[config.mk]
export PLATFORM = sky130hd
export DESIGN_NAME = srl_seq_flat
export DESIGN_NICKNAME = d
export VERILOG_FILES = /design/src/rtl/srl_seq_if.sv /design/src/rtl/srl_seq.sv /design/src/flat_wrapper.sv
export SDC_FILE = /design/constraint.sdc
export NUM_CORES = 1
export LEC_CHECK = 0
export CORE_ASPECT_RATIO = 0.6
export CORE_MARGIN = 5
export CORE_UTILIZATION = 35
export CTS_BUF_LIST = sky130_fd_sc_hd__clkbuf_4 sky130_fd_sc_hd__clkbuf_8
export DETAILED_ROUTE_END_ITERATION = 8
export HOLD_SLACK_MARGIN = 0.06
export PLACE_DENSITY = 0.71
export RECOVER_POWER = 50
export SETUP_SLACK_MARGIN = 0.02
export SLEW_MARGIN = 10
export SYNTH_ARGS = -nofsm -noshare
export SYNTH_HDL_FRONTEND = slang
export SYNTH_SLANG_ARGS = --single-unit
[constraint.sdc]
create_clock -name clk -period 6.2 [get_ports clk]
set_clock_uncertainty 0.15 [all_clocks]
set_input_delay 0.62 -clock clk [delete_from_list [all_inputs] [get_ports clk]]
set_output_delay 0.62 -clock clk [all_outputs]
set_load 0.005 [all_outputs]
[src/rtl/srl_seq_if.sv]
// Start/result bus between the multi-cycle control unit and the iterative right shifter.
// Purely structural: carries the request operands one way and the result/status the other.
// The control unit drives the master side; the shifter sits on the slave side.
interface srl_seq_if #(
  parameter int WIDTH = 32,
  parameter int SHW   = 5
);
  logic             start;
  logic             arith;
  logic [WIDTH-1:0] rt;
  logic [SHW-1:0]   shamt;
  logic [WIDTH-1:0] rd;
  logic             busy;
  logic             done;

  // Control unit: issues requests and consumes results
  modport master (
    output start,
    output arith,
    output rt,
    output shamt,
    input  rd,
    input  busy,
    input  done
  );

  // Shifter: accepts requests and produces results
  modport slave (
    input  start,
    input  arith,
    input  rt,
    input  shamt,
    output rd,
    output busy,
    output done
  );
endinterface

[src/rtl/srl_seq.sv]
// Purpose: multi-cycle logical (srl) / arithmetic (sra) right shifter with start/done handshake.
// Latency: shamt+1 cycles from start edge to done (shamt/4 + shamt%4 + 1 with SRL_SKIP4_EN defined).
// Backpressure: none queued; start is ignored while busy (SHIFT or DONE), caller must wait for done.
module srl_seq #(
  parameter int WIDTH = 32,
  parameter int SHW   = 5
) (
  input  logic      clk,
  input  logic      rst_n,
  srl_seq_if.slave  bus
);

  localparam logic [1:0] ST_IDLE  = 2'd0;
  localparam logic [1:0] ST_SHIFT = 2'd1;
  localparam logic [1:0] ST_DONE  = 2'd2;

  logic [1:0]       state_q, state_d;
  logic [WIDTH-1:0] acc_q,   acc_d;
  logic [SHW-1:0]   cnt_q,   cnt_d;
  logic             fill_q,  fill_d;
  logic [WIDTH-1:0] rd_q,    rd_d;
  logic             done_q,  done_d;

  // Single-bit step: the fill bit chosen at capture enters from the top
  logic [WIDTH-1:0] acc_sh1;
  assign acc_sh1 = {fill_q, acc_q[WIDTH-1:1]};

`ifdef SRL_SKIP4_EN
  // Four-bit step used while at least four positions remain
  logic [WIDTH-1:0] acc_sh4;
  logic             cnt_ge4;
  assign acc_sh4 = {{4{fill_q}}, acc_q[WIDTH-1:4]};
  assign cnt_ge4 = (cnt_q[SHW-1:2] != '0);
`endif

  // Next-state logic for the IDLE -> SHIFT -> DONE -> IDLE sequence
  always_comb begin
    state_d = state_q;
    acc_d   = acc_q;
    cnt_d   = cnt_q;
    fill_d  = fill_q;
    rd_d    = rd_q;
    done_d  = 1'b0;
    case (state_q)
      ST_IDLE: begin
        if (bus.start) begin
          // Operands and fill are frozen here; later input changes cannot disturb the run
          acc_d   = bus.rt;
          cnt_d   = bus.shamt;
          fill_d  = bus.arith & bus.rt[WIDTH-1];
          state_d = ST_SHIFT;
        end
      end
      ST_SHIFT: begin
        if (cnt_q != '0) begin
`ifdef SRL_SKIP4_EN
          if (cnt_ge4) begin
            acc_d = acc_sh4;
            cnt_d = cnt_q - SHW'(4);
          end else begin
            acc_d = acc_sh1;
            cnt_d = cnt_q - SHW'(1);
          end
`else
          acc_d = acc_sh1;
          cnt_d = cnt_q - SHW'(1);
`endif
        end else begin
          // Count exhausted: publish result and pulse done for one cycle
          rd_d    = acc_q;
          done_d  = 1'b1;
          state_d = ST_DONE;
        end
      end
      ST_DONE: begin
        // Start seen here is dropped; the next request is taken from IDLE
        state_d = ST_IDLE;
      end
      default: begin
        state_d = ST_IDLE;
      end
    endcase
  end

  // State registers; reset dominates any start in the same cycle and aborts a run in flight
  always_ff @(posedge clk) begin
    if (!rst_n) begin
      state_q <= ST_IDLE;
      acc_q   <= '0;
      cnt_q   <= '0;
      fill_q  <= 1'b0;
      rd_q    <= '0;
      done_q  <= 1'b0;
    end else begin
      state_q <= state_d;
      acc_q   <= acc_d;
      cnt_q   <= cnt_d;
      fill_q  <= fill_d;
      rd_q    <= rd_d;
      done_q  <= done_d;
    end
  end

  assign bus.rd   = rd_q;
  assign bus.done = done_q;
  assign bus.busy = (state_q != ST_IDLE);

endmodule

[src/flat_wrapper.sv]
// flat-port wrapper written by rule: the top's interface ports become plain ports
module srl_seq_flat 
#(
  parameter int WIDTH = 32,
  parameter int SHW   = 5
)
  (clk, rst_n, bus_start, bus_arith, bus_rt, bus_shamt, bus_rd, bus_busy, bus_done);
  srl_seq_if #(.WIDTH(WIDTH), .SHW(SHW)) bus_i ();
  input  logic clk;
  input  logic rst_n;
  input wire logic [$bits(bus_i.start)-1:0] bus_start;
  input wire logic [$bits(bus_i.arith)-1:0] bus_arith;
  input wire logic [$bits(bus_i.rt)-1:0] bus_rt;
  input wire logic [$bits(bus_i.shamt)-1:0] bus_shamt;
  output wire logic [$bits(bus_i.rd)-1:0] bus_rd;
  output wire logic [$bits(bus_i.busy)-1:0] bus_busy;
  output wire logic [$bits(bus_i.done)-1:0] bus_done;
  assign bus_i.start = bus_start;
  assign bus_i.arith = bus_arith;
  assign bus_i.rt = bus_rt;
  assign bus_i.shamt = bus_shamt;
  assign bus_rd = bus_i.rd;
  assign bus_busy = bus_i.busy;
  assign bus_done = bus_i.done;
  srl_seq #(.WIDTH(WIDTH), .SHW(SHW)) u_core (.clk(clk), .rst_n(rst_n), .bus(bus_i));
endmodule
==> results.md, run 1 <==
- The total number of H-tree levels is 3.
- The power per standard cell area is 310 mW/mm^2.
- The number of nets at the end of the flow is 403.
- Hold timing on the final database bottoms out at a slack of 0.323 ns.
- The library cells used most frequently in the layout, excluding fill and tap cells, are dfxtp_1, clkdlybuf4s50_1, a21oi_1.
- Summing all placed instances gives a cell area of 0.00389 mm^2.
- Leaving out fill and tap cells, the most frequent cell in the layout is dfxtp_1.
- At the end of the flow the core is filled with cells to 0.476.
- The number of antenna violations at the first check in global routing is 0.
- The via count is 2538.
- In the final layout, the share of cells above drive strength 1 is 0.134.
- The clock passes through at most 2 buffers.
- At the end of routability-driven placement, the weighted congestion stood at 0.762.
- The met3 routing resource usage after global routing is 0.0652.
- The final hold violation count is 0.
- The remaining number of nets flagged by the antenna check after routing is 0.
- The number of slew-limit violations in the final report is 0.
- At the worst endpoint, the arrival time is 2.99 ns.
- The cell with the biggest individual delay on the critical path is or4b_1.
- Yosys printed 0 warnings.
- In the final routed layout, each cell accounts on average for 16.6 um.
- The complex-gate fraction of the synthesized area is 0.269.
- After synthesis the netlist holds a flip-flop and latch count of 73.
- The via count of the first global-routing pass came to 2501.
- The share of synthesized cell area in full adder, half adder and majority cells is 0.00401.
- The remaining global-route overflow is 0.
- The die width is 132 um.
- The first-pass detailed-route iteration total is 4.
- The TritonCTS clock tree is yes.
- Setup slack on the critical path of the routed design comes to 3.33 ns.
- The layer flagged by global routing as most heavily used is met2.
- The core area is 0.00859 mm^2.
- The number of antenna diodes in the final layout is 0.
- Summed over all failing endpoints, the final setup total negative slack is 0 ns.
- Averaged over all synthesized cells, the footprint is 10.3 um^2.
- Clock-pin slew was measured on the worst setup and hold paths at 0.08 ns.
- The multiplexer share of the synthesized area is 0.109.
- The final setup violation count is 0.
- The number of input and output port buffers inserted is 74.
- The count of non-filler cells in the finished layout is approximately 480.
- The number of design rule violations left after detail routing is 0.
- The routing usage on met2 is 0.209.
- The static power due to leakage is 1.61 nW.
- The area of the die is 0.0110 mm^2.
- The maximum achievable frequency is 349 MHz.
- In the global route stage, overall resource usage came out at 0.148.
- Dividing the final minimum period by the clock period gives 0.462.
- The floorplan has 26 rows.
- Pin placement for this block handled 75 I/O pins.
- In this run the vertical extent of the chip is 83.1 um.
- The worst ir drop on vdd is 0.157 mV.
- The run finished with clean final reports.
- The worst setup path is captured at a flip-flop.
- After routing the design area is 0.00409 mm^2.
- In the routed layout, each cell is associated on average with a via count of 5.31.
- The data required time at the worst endpoint is 6.33 ns.
- Detailed placement finished with a half-perimeter wire length of 5210 um.
- The worst setup path is launched from a flip-flop.
- In this run, placement finished with an instance count of 462.
- At the pin with the least slew margin, the transition time is 1.15 ns.
- The first-pass GRT wire length is 13100 um.
- Buffers inserted to repair hold after CTS numbered 0.
- The share of the synthesized netlist area taken by xor and xnor gates is 0.
- The first-iteration detailed-routing DRC count is ~170.
- The total detailed-routing wirelength is between 7000 and 8000 um.
- The post-route minimum period is 2.87 ns.
- The synthesized netlist cell count is around 300.
- The reported max-cap violation count is 0.
- The clock latency on the worst-skew pair is 0.36 ns.
- For this run, global-route usage on met1 was measured as 0.205.
- Prior to clock tree synthesis, the placed netlist has a worst setup slack of 3.24 ns.
- The type of the worst min-delay path is flip-flop to flip-flop.
- The headroom to the max-slew limit is 0.231.
- Counting distinct cell types in the post-synthesis netlist gives 31.
- The mapped netlist covers ~0.0031 mm^2.
- Post-CTS timing repair inserted 0 buffers for setup.
- The effective utilization at floorplan is 0.363.
- For this design, the sink count on the clock tree is 73.
- The critical path class is flip-flop to flip-flop.
- The tree is rooted in a clkbuf_8.
- The dominant combinational cell family by area after synthesis is compound AO/OA/AOI/OAI gates.
- The peak per-stage delay on the critical path is roughly 1 ns.
- Of the synthesized area, sequential elements account for 0.468.
- The number of nets in the synthesized netlist is 346.
- The post-synthesis to final-layout area growth is 31.0%.
- Along the worst path, the maximum fanout reaches 35.
- The TritonCTS buffer count is 9.
- Walking the worst path, the cells encountered are inv_1 > ha_1 > or4b_1 > a211oi_4 > buf_4 > o2bb2ai_1.
- Of the total synthesized cell area, the portion taken by AND, OR, NAND and NOR gates is 0.0958.
- The design draws 1.27 mW.
- Entering global routing, the biggest net connects between 70 and 80 pins.
- Setup repair after global routing left no endpoint under its margin.
- After clock tree synthesis, the repair step resized 0 gates.
## layout make-up
cell class	instances	area, um^2
clock buffer	10	131
multi-input combinational	196	1510
sequential	73	1460
clock inverter	6	68.8
inverter	5	18.8
tap	112	140
timing repair buffer	76	756
fill	833	4500
## where the power goes
part / switching, mW / internal, mW / leakage (nW)
clock network: 0.180 / 0.191 / 0.0881
registers: 0.0520 / 0.523 / 0.596
logic: 0.191 / 0.132 / 0.928
total: 0.423 / 0.846 / 1.61
## logic make-up after synthesis
kind of cell | count (synthesis)
adder cells (fa/ha/maj) | 1
buffers and inverters | 35
multiplexers | 34
flip-flops | 73
AND/OR/NAND/NOR | 52
AO/OA/AOI/OAI | 109
## layer usage
metal  up-vias  wire [um]
met5         -          0
met4         0         81
met3         7        636
met2        87       3430
met1      1206       3800
li1       1238          -
## sequential cells by signal, indices dropped and copies added, names as in the netlist
register,flops
u_core.acc_q,32
u_core.bus.rd,32
u_core.cnt_q,5
u_core.state_q,2
u_core.bus.done,1
u_core.fill_q,1
## worst max-delay path, delay by kind of cell (launching register included)
| kind | cells | cell delay [ns] |
|---|---|---|
| adder cells (fa/ha/maj) | 1 | 0.22 |
| buffers and inverters | 2 | 0.54 |
| AND/OR/NAND/NOR | 1 | 0.98 |
| flip-flops | 1 | 0.34 |
| AO/OA/AOI/OAI | 2 | 0.53 |
## Yosys cell counts, drive strengths merged
library cell | instances | area [um^2]
buf | 10 | 75.1
nor2b | 1 | 6.26
inv | 5 | 18.8
o22ai | 2 | 12.5
o21ai | 34 | 170
or3b | 1 | 8.76
nand3 | 34 | 170
a21oi | 36 | 180
nor4b | 1 | 15.0
nor3b | 2 | 15.0
a2111o | 1 | 11.3
o41ai | 1 | 8.76
dfxtp | 73 | 1460
ha | 1 | 12.5
mux2i | 34 | 340
nand2 | 3 | 11.3
o2bb2ai | 34 | 435
or4b | 2 | 23.8
nor4bb | 1 | 10.0
a211oi | 1 | 20.0
or2 | 1 | 6.26
nor2 | 1 | 3.75
nor4 | 1 | 6.26
clkbuf | 20 | 75.1
nor3 | 2 | 10.0
nand2b | 2 | 12.5
## path summary, 6_finish.rpt
kind	endpoint	depth (start not counted)	startpoint	slack (ns)
worst max-delay path	u_core.acc_q[29]	6	u_core.cnt_q[0]	3.33
worst max register to register	u_core.acc_q[29]	6	u_core.cnt_q[0]	3.33
worst min register to register	u_core.bus.rd[26]	2	u_core.bus.rd[26]	0.32
worst min-delay path	u_core.bus.rd[26]	2	u_core.bus.rd[26]	0.32
Note: power is estimated with default switching activity, not from simulation.
==> run 2, diff against run 1 <==
==> constraint.sdc (replaced) <==
create_clock -name clk -period 2.9 [get_ports clk]
set_clock_uncertainty 0.15 [all_clocks]
set_input_delay 0.29 -clock clk [delete_from_list [all_inputs] [get_ports clk]]
set_output_delay 0.29 -clock clk [all_outputs]
set_load 0.005 [all_outputs]
==> run 2 against run 1 <==
Net effect: setup slack worse by 3.1 ns; register-to-register slack got worse by 3.1 ns; worst hold slack worse by 0.021 ns; utilization is 0.90 points higher; sequential share of layout area down 0.67 points; clock power grew to 2.7 times the previous value; first-iteration DRC count rose by 23%; largest cell class unchanged.
==> results.md, run 2 (same netlist as run 1, synthesis figures left out) <==
- The clock period could shrink to 2.69 ns.
- Along the worst hold path, the cell count comes to 2.
- Of the total power, the clock network draws 0.340.
- Leaving out fill and tap cells, the most frequent cells in the layout are dfxtp_1, clkdlybuf4s50_1, a21oi_1.
- The count of clock tree sinks is 73.
- At the end of the flow, the number of nets in the layout was 406.
- The H-tree generated during clock tree synthesis spans 3 levels.
- The overall global routing resource usage is 0.148.
- The quantity of hold-fixing buffers added after cts is 0.
- After detailed routing, the average wire length per cell comes to 16.8 um.
- The post-CTS resize count is 0.
- The net load switching power is 0.894 mW.
- The data required time at the worst endpoint is 3.02 ns.
- The final hold violation count is 0.
- Of the total power, registers draw 0.420.
- The number of buffers on the longest clock path is 2.
- The critical path endpoint category is a flip-flop.
- The core area is around 0.0086 mm^2.
- The clock latency on the worst-skew pair is 0.34 ns.
- The clock transition at the registers of the reported paths is 0.08 ns.
- 75 I/O pins were placed.
- The via count of the first global-routing pass was roughly 2600.
- The first global-routing pass estimated 13400 um of wire.
- The die height is 83.1 um.
- Measured along the x axis, the die boundary spans 132 um.
- The most frequent standard cell in the layout excluding fill and tap cells is dfxtp_1.
- The type of the worst min-delay path is flip-flop to flip-flop.
- The first-iteration detailed-routing DRC count is 205.
- The power per standard cell area is 704 mW/mm^2.
- The post-synthesis to final-layout area growth is 33.5%.
- In the final layout, the share of cells above drive strength 1 is 0.141.
- Of the total power, combinational logic draws 0.240.
- The final HPWL from detailed placement is 5380 um.
- Setup slack closes at about 0.21 ns.
- In the routed design, unresolved DRC markers number 0.
- TritonCTS built the clock tree.
- The number of antenna violations at the first check in global routing is 0.
- The first-pass detailed-route iteration total is 6.
- The arrival time of the worst setup path is 2.81 ns.
- Summed over all failing endpoints, the final setup total negative slack is 0 ns.
- The sum of internal, switching and leakage power is 2.93 mW.
- Of the available clock period, the critical path in the final layout requires 0.928.
- In this run the worst path has a maximum fanout of 21.
- Max-cap violations in this run came to 0.
- The setup path with the least slack is of type flip-flop to flip-flop.
- The number of clock buffers added by TritonCTS is 9.
- The number of antenna cells inserted is 0.
- The number of input and output port buffers inserted is 74.
- The pin count of the biggest net entering global routing is 72.
- The effective utilization at floorplan is 0.363.
- The headroom to the max-slew limit is 0.395.
- The area of the die is about 0.011 mm^2.
- The length in cells of the worst reg-to-reg path is 6.
- Setup repair after global routing left no endpoint under its margin.
- The maximum achievable frequency is between 300 and 400 MHz.
- The number of setup buffers added after CTS is 0.
- Of the total power, the share spent switching nets is 0.305.
- The clock root buffer master is clkbuf_8.
- In this run the remaining antenna-violating nets after routing total 0.
- The remaining global-route overflow is 0.
- The worst ir drop on vdd is 0.323 mV.
- The routability congestion estimate is 0.838.
- After detailed routing, the number of vias per cell comes to 5.27.
- The total detailed-routing wirelength is just over 8000 um.
- The run finished with clean final reports.
- The number of slew-limit violations in the final report is 0.
- At the pin with the least slew margin, the transition time is slightly above 0.9 ns.
- The via count is 2537.
- The post-placement worst setup slack is 0.303 ns.
- The static power due to leakage is ~1.7 nW.
- Across all hold checks on the routed design, the worst slack comes to 0.302 ns.
- The worst setup path is launched from a flip-flop.
- The internal power of the cells totals 2.04 mW.
- Setup violations remaining at the end of the flow were counted as 0.
- The floorplan has 26 rows.
-- run 2: per-layer routing --
layer	global-route usage	vias up	routed length (um)
li1	-	1250	-
met1	0.205	1202	4080
met2	0.215	76	3460
met3	0.0574	9	502
met4	0.0345	0	55
met5	0	-	0
-- run 2: path summary, 6_finish.rpt --
| path | slack [ns] | end | startpoint |
|---|---|---|---|
| hold / removal | 0.30 | u_core.fill_q | u_core.fill_q |
| setup reg to reg | 0.21 | u_core.acc_q[2] | u_core.cnt_q[0] |
| setup / recovery | 0.21 | u_core.acc_q[2] | u_core.cnt_q[0] |
| hold reg to reg | 0.30 | u_core.fill_q | u_core.fill_q |
-- run 2: power groups by stage --
stage / clock, mW / sequential, mW / combinational (mW)
after floorplan: 0 / 1.22 / 0.519
after global placement: 0 / 1.25 / 0.707
after detailed placement: 0 / 1.25 / 0.716
after CTS: 1.02 / 1.23 / 0.723
after global routing: 1.06 / 1.25 / 0.767
final: 0.998 / 1.23 / 0.704
-- run 2: layout make-up --
class                      instances  area (um^2)
multi-input combinational        196         1510
inverter                           5         18.8
timing repair buffer              79          776
tap                              112          140
fill                             789         4420
sequential                        73         1460
clock buffer                      12          159
clock inverter                     4         98.8
-- run 2: critical path: stages (launching register included) --
cell and delay [ns]:
dfxtp_1 0.34, inv_1 0.09, ha_1 0.22, or4b_1 0.53
a211oi_4 0.68, buf_4 0.44, o2bb2ai_1 0.15
-- run 2: through the flow --
step	area (um^2)	instances	utilization
global route	4170	481	0.485
finish	4170	481	0.485
floorplan	3120	304	-
CTS	4170	481	0.486
global placement	3910	465	0.456
detailed placement	3910	465	0.456
==> run 3, diff against run 2 <==
--- a/config.mk
+++ b/config.mk
@@ -7,11 +7,11 @@
 export LEC_CHECK = 0
 export CORE_ASPECT_RATIO = 0.6
 export CORE_MARGIN = 5
-export CORE_UTILIZATION = 35
+export CORE_UTILIZATION = 45
 export CTS_BUF_LIST = sky130_fd_sc_hd__clkbuf_4 sky130_fd_sc_hd__clkbuf_8
 export DETAILED_ROUTE_END_ITERATION = 8
 export HOLD_SLACK_MARGIN = 0.06
-export PLACE_DENSITY = 0.71
+export PLACE_DENSITY = 0.85
 export RECOVER_POWER = 50
 export SETUP_SLACK_MARGIN = 0.02
 export SLEW_MARGIN = 10
==> run 3 against run 2 <==
Net effect: die area decreased by 20%; setup slack improved by 0.30 ns; via count rose by 1.3%; count of clock-buffer cells in the layout did not move; first-iteration DRC count rose by 2.9%; cell count fell by 5.2%; worst hold slack improved by 0.022 ns; clock power about the same; sequential cell count unchanged.
==> results.md, run 3 (same netlist as run 1, synthesis figures left out) <==
- The first TritonRoute pass finished after 4 iterations.
- Across the VDD grid, the largest voltage drop is 0.493 mV.
- In this run the cell area measured after placement is 0.00388 mm^2.
- Headroom to the max-slew limit came out at 0.245.
- In this run the standard cell core region covers approximately 0.0067 mm^2.
- The combined buffer and inverter count along the critical path is 1.
- The count of clock tree sinks is 73.
- The critical path endpoint category is a flip-flop.
- The post-CTS resize count is 0.
- The die width is 118 um.
- In the final layout, the share of cells above drive strength 1 is 0.141.
- Detailed placement ended at an HPWL of between 5000 and 6000 um.
- Of the available clock period, the critical path in the final layout requires 0.825.
- For the pin with the worst max-slew slack, the measured transition is 1.13 ns.
- The clock latency on the worst-skew pair is 0.34 ns.
- During I/O placement, the number of pins put on the boundary was 75.
- The kind of start point of the critical path is a flip-flop.
- The detail-routed net length per standard cell is 16.9 um.
- In this run the register-to-register setup slack is 0.51 ns.
- The most frequent standard cell in the layout excluding fill and tap cells is dfxtp_1.
- Global routing finished with a remaining overflow of 0.
- The worst register-to-register path ends at u_core.bus.rd[12].
- The cell with the biggest individual delay on the critical path is nor2b_1.
- The via count is 2570.
- The final hold violation count came to 0.
- The number of setup buffers added after CTS is 0.
- Dividing the detail-routed via count by the number of cells gives 5.64.
- The critical path class is flip-flop to flip-flop.
- TritonCTS built the clock tree.
- The floorplan step set the die height to between 70 and 80 um.
- The run finished with clean final reports.
- The area of the die is 0.00875 mm^2.
- With fillers left out, the area of the finished cells amounts to around 0.0041 mm^2.
- The quantity of hold-fixing buffers added after cts is 0.
- Entering global routing, the biggest net connects 72 pins.
- Setup violations remaining at the end of the flow were counted as 0.
- For the worst setup path, the data arrival time is between 2 and 3 ns.
- The first global-routing pass estimated 12900 um of wire.
- The number of design rule violations left after detail routing is 0.
- In this run the static leakage power is approximately 1.7 nW.
- No sink is reached through more buffers than the 2 on the longest clock path.
- Setup repair after global routing left no endpoint under its margin.
- For the finished layout, the period the worst path requires is 2.39 ns.
- The library cells used most frequently in the layout, excluding fill and tap cells, are dfxtp_1, clkdlybuf4s50_1, a21oi_1, dlygate4sd3_1.
- For the final routed database, the setup TNS stands at 0 ns.
- On the worst path, the slowest cell contributes a delay of 0.94 ns.
- The effective utilization at floorplan is 0.465.
- The routability congestion estimate is 0.838.
- At the end of the flow the core is filled with cells to 0.617.
- The clock root buffer master is clkbuf_8.
- The detailed router finished its first iteration with 211 violations.
- The type of the worst min-delay path is flip-flop to flip-flop.
- For this design the ratio of total power to cell area is 710 mW/mm^2.
- Across every metal layer, demand over resource in global routing totals 0.183.
- The H-tree generated during clock tree synthesis spans 3 levels.
- Relative to the synthesized area, the layout overhead comes to 32.6%.
- The number of input and output port buffers inserted is 74.
- The via count of the first global-routing pass was 2496.
- The number of cell rows is 23.
- The number of antenna violations at the first check in global routing is 0.
- The net count of the finished layout is 406.
- Summing internal, switching and leakage power gives 2.94 mW.
- The startpoint identified for the worst register-to-register timing path is u_core.state_q[0].
- Counting the buffers created by CTS gives 9.
- The worst-path maximum fanout is 22.
- 0 antenna diodes ended up in the layout.
- Tracing the worst setup path back leads to its startpoint at u_core.state_q[0].
- The number of slew-limit violations in the final report is 0.
- Clock-pin slew was measured on the worst setup and hold paths at roughly 0.070 ns.
- The reported max-cap violation count is 0.
- The critical path depth in cells is 4.
- The cell family contributing the most delay on the critical path is simple AND/OR/NAND/NOR gates.
- The maximum achievable frequency is 418 MHz.
- At the worst endpoint, the required time is ~3.0 ns.
- The critical path goes through nor2b_1 > buf_4 > nand3_1 > a21oi_1.
- The length in cells of the worst reg-to-reg path is 4.
- The most critical setup path has its endpoint at u_core.bus.rd[12].
- The remaining number of nets flagged by the antenna check after routing is 0.
- The total detailed-routing wirelength is 7730 um.
run 3: where the power goes:
part | internal, mW | total, mW | switching, mW
registers | 1.12 | 1.23 | 0.112
clock network | 0.642 | 1.01 | 0.366
logic | 0.292 | 0.696 | 0.404
total | 2.05 | 2.94 | 0.882
run 3: worst min path at each step:
stage	startpoint	end	slack, ns	cells past startpoint
floorplan	rst_n	u_core.cnt_q[4]	0.27	2
finish	u_core.acc_q[0]	u_core.acc_q[0]	0.32	1
CTS	u_core.acc_q[0]	u_core.acc_q[0]	0.32	1
detailed placement	u_core.acc_q[0]	u_core.acc_q[0]	0.30	1
global placement	u_core.fill_q	u_core.fill_q	0.29	2
global route	u_core.acc_q[0]	u_core.acc_q[0]	0.35	1
run 3: area by class of cell:
| class | count | area [um^2] |
|---|---|---|
| Timing Repair Buffer | 79 | 778 |
| Sequential cell | 73 | 1460 |
| Tap cell | 87 | 109 |
| Multi-Input combinational cell | 196 | 1510 |
| Inverter | 5 | 18.8 |
| Clock buffer | 12 | 165 |
| Clock inverter | 4 | 97.6 |
| Fill cell | 557 | 2570 |
run 3: layer usage:
layer / global-route usage / up-vias / part of all wire
met5: 0 / - / 0
met3: 0.0623 / 5 / 0.076
li1: - / 1253 / -
met2: 0.262 / 102 / 0.43
met4: 0.0534 / 0 / 0.0040
met1: 0.263 / 1210 / 0.49
run 3: metrics by stage:
step	cells	setup slack [ns]	hold slack [ns]
floorplan	304	0.902	0.270
global placement	440	0.705	0.290
detailed placement	440	0.613	0.301
CTS	456	0.580	0.323
global route	456	0.393	0.345
finish	456	0.509	0.324
